$ cat src/rtl/load_store_unit.sv
// load_store_unit: memory-access stage behind the ALU.
// It runs a req/gnt/rvalid handshake to data memory, builds byte enables and
// lane-replicated store data, and sign- or zero-extends load data.
// Build option: define MISALIGN_TRAP_EN to trap misaligned half/word accesses.
// Without it, the low address bits are forced to natural alignment.
module load_store_unit #(
  parameter int unsigned TIMEOUT_CYCLES = 255
) (
  input  logic        clk,
  input  logic        rst,
  input  logic        op_valid,
  input  logic        op_we,
  input  logic [2:0]  funct3,
  input  logic [31:0] addr,
  input  logic [31:0] wdata,
  output logic        lsu_stall,
  output logic        done,
  output logic [31:0] rdata_out,
  output logic        misalign_err,
  output logic        bus_err,
  output logic        mem_req,
  output logic        mem_we,
  output logic [3:0]  mem_be,
  output logic [31:0] mem_addr,
  output logic [31:0] mem_wdata,
  input  logic        mem_gnt,
  input  logic        mem_rvalid,
  input  logic [31:0] mem_rdata
);

  localparam int unsigned CNT_W = 16;

  typedef enum logic [1:0] {IDLE, REQ, WAIT, DONE} state_t;

  state_t            state_q, state_d;
  logic              we_q;
  logic [2:0]        f3_q;
  logic [1:0]        off_q;
  logic [3:0]        be_q;
  logic [29:0]       waddr_q;
  logic [31:0]       wdata_q;
  logic [CNT_W-1:0]  cnt_q;
  logic [31:0]       rdata_q;
  logic              bus_err_q;
  logic              mis_q;

  logic              legal_c;
  logic              misal_c;
  logic              accept_c;
  logic              timeout_c;
  logic [1:0]        off_c;
  logic [3:0]        be_c;
  logic [31:0]       wrep_c;
  logic [31:0]       lane_c;
  logic [31:0]       ld_c;

  // Decode the incoming op: legality, alignment, byte enables, store lanes
  always_comb begin
    legal_c = 1'b0;
    misal_c = 1'b0;
    off_c   = addr[1:0];
    be_c    = 4'b1111;
    wrep_c  = wdata;
    case (funct3)
      3'b000, 3'b001, 3'b010: legal_c = 1'b1;
      3'b100, 3'b101:         legal_c = ~op_we;
      default:                legal_c = 1'b0;
    endcase
    case (funct3[1:0])
      2'b00: begin
        be_c   = 4'b0001 << off_c;
        wrep_c = {4{wdata[7:0]}};
      end
      2'b01: begin
        misal_c = addr[0];
        off_c   = {addr[1], 1'b0};
        be_c    = 4'b0011 << off_c;
        wrep_c  = {2{wdata[15:0]}};
      end
      default: begin
        misal_c = |addr[1:0];
        off_c   = 2'b00;
      end
    endcase
`ifndef MISALIGN_TRAP_EN
    misal_c = 1'b0;
`endif
  end

  assign accept_c  = (state_q == IDLE) && op_valid && legal_c && !misal_c;
  assign timeout_c = (cnt_q == CNT_W'(TIMEOUT_CYCLES));

  // Pick the addressed lane of the returned word and extend it
  always_comb begin
    lane_c = mem_rdata >> {off_q, 3'b000};
    case (f3_q)
      3'b000:  ld_c = {{24{lane_c[7]}}, lane_c[7:0]};
      3'b001:  ld_c = {{16{lane_c[15]}}, lane_c[15:0]};
      3'b100:  ld_c = {24'h000000, lane_c[7:0]};
      3'b101:  ld_c = {16'h0000, lane_c[15:0]};
      default: ld_c = mem_rdata;
    endcase
  end

  // Next-state logic and the combinational stall
  always_comb begin
    state_d   = state_q;
    lsu_stall = 1'b0;
    case (state_q)
      IDLE: begin
        if (op_valid) begin
          lsu_stall = 1'b1;
          state_d   = (legal_c && !misal_c) ? REQ : DONE;
        end
      end
      REQ: begin
        lsu_stall = 1'b1;
        if (mem_gnt) state_d = WAIT;
      end
      WAIT: begin
        lsu_stall = 1'b1;
        if (mem_rvalid || timeout_c) state_d = DONE;
      end
      default: state_d = IDLE;
    endcase
  end

  // State register, access capture, timeout counter and result registers
  always_ff @(posedge clk or negedge rst) begin
    if (!rst) begin
      state_q   <= IDLE;
      we_q      <= 1'b0;
      f3_q      <= 3'b000;
      off_q     <= 2'b00;
      be_q      <= 4'b0000;
      waddr_q   <= 30'd0;
      wdata_q   <= 32'd0;
      cnt_q     <= '0;
      rdata_q   <= 32'd0;
      bus_err_q <= 1'b0;
      mis_q     <= 1'b0;
    end else begin
      state_q   <= state_d;
      bus_err_q <= ((state_q == IDLE) && op_valid && !legal_c) ||
                   ((state_q == WAIT) && !mem_rvalid && timeout_c);
      mis_q     <= (state_q == IDLE) && op_valid && legal_c && misal_c;
      if (accept_c) begin
        we_q    <= op_we;
        f3_q    <= funct3;
        off_q   <= off_c;
        be_q    <= be_c;
        waddr_q <= addr[31:2];
        wdata_q <= wrep_c;
      end
      if (state_q == WAIT) cnt_q <= cnt_q + CNT_W'(1);
      else                 cnt_q <= '0;
      if ((state_q == WAIT) && mem_rvalid && !we_q) rdata_q <= ld_c;
    end
  end

  assign done         = (state_q == DONE);
  assign bus_err      = bus_err_q;
  assign misalign_err = mis_q;
  assign rdata_out    = rdata_q;
  assign mem_req      = (state_q == REQ);
  assign mem_we       = (state_q == REQ) && we_q;
  assign mem_be       = (state_q == REQ) ? be_q : 4'b0000;
  assign mem_addr     = {waddr_q, 2'b00};
  assign mem_wdata    = wdata_q;

endmodule
$ cat config.mk
export PLATFORM = sky130hd
export DESIGN_NAME = load_store_unit
export DESIGN_NICKNAME = d
export VERILOG_FILES = /design/src/rtl/load_store_unit.sv
export SDC_FILE = /design/constraint.sdc
export NUM_CORES = 1
export LEC_CHECK = 0
export ABC_AREA = 1
export CAP_MARGIN = 20
export CORE_MARGIN = 2
export CORE_UTILIZATION = 51
export CTS_BUF_LIST = sky130_fd_sc_hd__clkbuf_8
export DETAILED_ROUTE_END_ITERATION = 6
export GPL_TIMING_DRIVEN = 0
export PLACE_DENSITY_LB_ADDON = 0.25
export SYNTH_ARGS = -nofsm -noshare
export SYNTH_HDL_FRONTEND = slang
export SYNTH_SLANG_ARGS = --single-unit
$ cat constraint.sdc
create_clock -name clk -period 2.6 [get_ports clk]
set_input_delay 0.39 -clock clk [delete_from_list [all_inputs] [get_ports clk]]
set_output_delay 0.39 -clock clk [all_outputs]
set_load 0.02 [all_outputs]
==> results of run 1 <==
==> power groups by stage <==
stage / clock network (W) / logic, W / registers (W)
6_report: 0.00178 / 0.00520 / 0.00317
4_1_cts: 0.00179 / 0.00521 / 0.00316
2_1_floorplan: 0 / 0.00209 / 0.00396
5_1_grt: 0.00188 / 0.00568 / 0.00326
3_3_place_gp: 0 / 0.00507 / 0.00316
3_5_place_dp: 0 / 0.00518 / 0.00317
==> metal layers <==
metal / vias up / global-route usage
li1: 3070 / -
met2: 318 / 0.4611
met1: 2987 / 0.3503
met5: - / 0
met3: 49 / 0.09910
met4: 0 / 0.08835
==> kinds of logic (layout without fill, tap and decap cells) <==
family | after synthesis | in the layout | synth area share
AND/OR/NAND/NOR | 484 | 484 | 0.3204
flip-flops | 123 | 123 | 0.4917
AO/OA/AOI/OAI | 108 | 108 | 0.08815
buffers and inverters | 106 | 347 | 0.08635
adder cells (fa/ha/maj) | 5 | 5 | 0.009994
XOR/XNOR | 2 | 2 | 0.002799
other | 1 | 3 | 0.0005991
==> stage by stage <==
step / TNS (ns) / instances / total power [W] / hold WS, ns
final: 0 / 1219 / 0.01014 / 0.3983
after detailed placement: 0 / 1186 / 0.008347 / 0.3038
after CTS: 0 / 1219 / 0.01016 / 0.4022
after global routing: 0 / 1219 / 0.01081 / 0.4154
after floorplan: 0 / 831 / 0.006052 / 0.09441
after global placement: -448.01 / 1185 / 0.008228 / 0.4527
==> state kept, by name, indices dropped and copies added (netlist names) <==
name / cells
mem_wdata: 32
rdata_out: 32
waddr_q: 30
cnt_q: 16
be_q: 4
f3_q: 3
off_q: 2
state_q: 2
bus_err: 1
we_q: 1
==> final timing paths <==
check                           slack (ns)        from            end  cells after the start
worst max-delay path                  0.16  state_q[0]      lsu_stall                      5
worst min-delay path                  0.40         rst       cnt_q[4]                      2
worst max register to register        0.72  state_q[0]  rdata_out[12]                     10
worst min register to register        0.47    cnt_q[0]       cnt_q[0]                      1
max in group asynchronous             1.45         rst    waddr_q[19]                      3
min in group clk                      0.47    addr[24]    waddr_q[22]                      3
==> Yosys cell counts, types with 2 or more instances <==
| library cell | number | area [um^2] |
|---|---|---|
| sky130_fd_sc_hd__o31ai_1 | 3 | 22.52 |
| sky130_fd_sc_hd__clkbuf_1 | 8 | 30.03 |
| sky130_fd_sc_hd__or2_0 | 3 | 18.77 |
| sky130_fd_sc_hd__inv_1 | 56 | 210.2 |
| sky130_fd_sc_hd__buf_6 | 14 | 157.7 |
| sky130_fd_sc_hd__buf_1 | 2 | 7.510 |
| sky130_fd_sc_hd__or2_2 | 13 | 81.33 |
| sky130_fd_sc_hd__nand3_1 | 74 | 370.4 |
| sky130_fd_sc_hd__ha_1 | 5 | 62.56 |
| sky130_fd_sc_hd__o21ai_1 | 17 | 85.08 |
| sky130_fd_sc_hd__nand3_2 | 2 | 20.02 |
| sky130_fd_sc_hd__inv_2 | 6 | 22.52 |
| sky130_fd_sc_hd__buf_2 | 14 | 70.07 |
| sky130_fd_sc_hd__o21ai_0 | 34 | 170.2 |
| sky130_fd_sc_hd__dfrtp_1 | 123 | 3078 |
| sky130_fd_sc_hd__nand2_2 | 5 | 31.28 |
| sky130_fd_sc_hd__buf_4 | 5 | 37.54 |
| sky130_fd_sc_hd__nor3_1 | 2 | 10.01 |
| sky130_fd_sc_hd__a21oi_1 | 52 | 260.3 |
| sky130_fd_sc_hd__nand2_1 | 319 | 1197 |
| sky130_fd_sc_hd__nor2_1 | 60 | 225.2 |
| sky130_fd_sc_hd__nand2_4 | 2 | 22.52 |
==> critical path: stages (launching register included) <==
cell                              delay (ns)
sky130_fd_sc_hd__dfrtp_1                0.42
sky130_fd_sc_hd__inv_1                  0.11
sky130_fd_sc_hd__ha_1                   0.20
sky130_fd_sc_hd__nand2_1                0.11
sky130_fd_sc_hd__a21oi_1                0.14
sky130_fd_sc_hd__clkdlybuf4s50_1        0.62
==> layout make-up <==
type	count	area, um^2
inverter	62	232.7
multi-input combinational	602	2651
fill	909	3035
clock buffer	19	261.5
buffer	44	307.8
tap	147	183.9
timing repair buffer	209	2111
clock inverter	13	150.1
sequential	123	3078
==> cell usage in the layout, fill, tap and decap left out, drive strengths merged, types with 5 or more instances in the layout <==
master,n
nand2,326
or2,16
inv,67
a21oi,52
nor2,61
o21ai,51
clkbuf,28
ha,5
clkdlybuf4s50,206
buf,37
nand3,76
dfrtp,123
==> repair_timing <==
| item | 4_1_cts | 5_1_grt |
|---|---|---|
| hold buffers | 1 | 0 |
| endpoints found under the setup margin | 0 | 4 |
| resized for setup | 0 | 1 |
| endpoints found under the hold margin | 33 | 0 |
==> impl_table.tex, run 1 <==
\begin{tabular}{lr}
\hline
Metric & Value \\
\hline
\multicolumn{2}{l}{\textbf{Timing}} \\
\quad Final Slew Violations & 0 \\
\quad Tightest Pin Transition & 0.5093 ns \\
\quad Clock skew & 0.008887 ns \\
\quad Portion of the clock cycle consumed by the worst path in the final layout & 0.9375 \\
\quad Post-layout min period & 2.437 ns \\
\quad Max-slew headroom at the worst pin & 0.6582 \\
\quad Finish-stage setup viols & 0 \\
\quad Number of hold violations in the final report & 0 \\
\quad Fmax & 0.4103 GHz \\
\quad Setup repair after global routing missed its margin & no \\
\quad Post-route setup slack & 0.1625 ns \\
\multicolumn{2}{l}{\textbf{Logic synthesis}} \\
\quad Synthesized instance count & 829 \\
\quad Number of enable flip-flop cells after synthesis & 0 \\
\quad Synthesis warning total & 0 \\
\quad Avg Inst Size Synth & 7.551 um\^{}2 \\
\quad Post-synthesis sequential area ratio & 0.4917 \\
\quad Distinct cell type count after synthesis & 32 \\
\quad Top flip-flop cell by instance count after synthesis & sky130\_fd\_sc\_hd\_\_dfrtp\_1 \\
\quad Register bit count reported by yosys & 123 \\
\quad Asr flop ratio synth & 1.000 \\
\quad Combined area of all synthesized cells & 6260 um\^{}2 \\
\multicolumn{2}{l}{\textbf{Min path}} \\
\quad Worst Hold Class & in -> async \\
\multicolumn{2}{l}{\textbf{Floorplanning}} \\
\quad Core Region & 12010 um\^{}2 \\
\quad Initial standard-cell utilization of the core & 0.5211 \\
\quad Boundary pin count & 211 \\
\quad Die Height & 114.8 um \\
\quad Chip width & 114.8 um \\
\quad Die footprint & 13180 um\^{}2 \\
\quad Placement Rows & 40 \\
\multicolumn{2}{l}{\textbf{GRT}} \\
\quad Wire length of the first global-routing pass & 28780 um \\
\quad Maximum number of pins on one net before global-route repair & 91 \\
\quad Antenna violations before repair & 0 \\
\quad Via count of the first global-routing pass & 6051 \\
\quad Overall overflow remaining after global route & 0 \\
\quad GRT Overall Usage & 0.2806 \\
\multicolumn{2}{l}{\textbf{Layout}} \\
\quad Growth of design area from synthesis to finish & 43.39\% \\
\quad Count of inserted antenna diode cells & 0 \\
\quad Fraction of final layout cells sized beyond drive strength 1 & 0.08955 \\
\quad Final layout net count & 1169 \\
\quad Post-route core utilization & 0.7473 \\
\quad Post-layout instance area & 8976 um\^{}2 \\
\multicolumn{2}{l}{\textbf{Route}} \\
\quad DRT Wirelength & 18160 um \\
\quad Vias per cell & 5.270 \\
\quad Vias & 6424 \\
\quad Top sig layer & met4 \\
\quad Routed Antenna Nets & 0 \\
\quad Remaining routing DRC violations & 0 \\
\quad Average detailed-routed wire length per instance & 14.89 um \\
\quad Wire length on met1 & 7299 um \\
\quad First DRT Iteration DRCs & 558 \\
\quad Wire length on met2 & 8605 um \\
\quad Detailed-routed wire length on met3 & 1829 um \\
\quad Iteration count of the initial detailed-routing pass & 6 \\
\multicolumn{2}{l}{\textbf{Clock tree}} \\
\quad Reg clk slew, reported paths & 0.07 ns \\
\quad TritonCTS clock tree & yes \\
\quad Number of setup buffers added after CTS & 0 \\
\quad Number of buffers added by the clock tree synthesis step & 17 \\
\quad Number of H-tree branching levels & 4 \\
\quad Skew-Pair Late Insertion Delay & 0.45 ns \\
\quad Root Buffer & sky130\_fd\_sc\_hd\_\_clkbuf\_8 \\
\quad CTS sink cnt & 123 \\
\quad Number of buffers on the longest clock path & 2 \\
\multicolumn{2}{l}{\textbf{Place}} \\
\quad Pre-CTS setup slack & 0.4859 ns \\
\quad Detailed placer's ending HPWL & 13230 um \\
\quad Cell Area, Placed & 8552 um\^{}2 \\
\quad Number of port buffers & 207 \\
\quad Routability-driven placement congestion ratio & 0.9074 \\
\multicolumn{2}{l}{\textbf{Pwr}} \\
\quad Net Sw Power & 0.004148 W \\
\quad Net switching fraction of the power & 0.4090 \\
\quad Combinational cell fraction of total power & 0.513 \\
\quad Leakage power & 4.438 nW \\
\quad Worst vdd rail ir drop & 653.5 uV \\
\quad Register share of total power & 0.312 \\
\quad Internal power & 0.005994 W \\
\quad Power density over the cells & 1130 nW/um\^{}2 \\
\quad Clock share of power & 0.175 \\
\multicolumn{2}{l}{\textbf{Outcome}} \\
\quad Status & finished clean \\
\multicolumn{2}{l}{\textbf{Worst setup path}} \\
\quad Kind of critical path & reg -> out \\
\quad Kind of end point of the critical path & output port \\
\quad Arr. time, crit path & 2.05 ns \\
\quad Critical-path maximum fanout & 4 \\
\quad Critical Path Start Type & flip-flop \\
\quad Req. time, crit path & 2.21 ns \\
\multicolumn{2}{l}{\textbf{Job}} \\
\quad Max Cap Violations & 0 \\
\hline
\end{tabular}
No activity file was read; power rests on OpenSTA's default activity.
==> inputs of run 2 (changes only) <==
Settings changed: SLEW_MARGIN from default to 10.
==> results of run 2 <==
The final DEF is identical to that of run 1; final timing and power are the same.
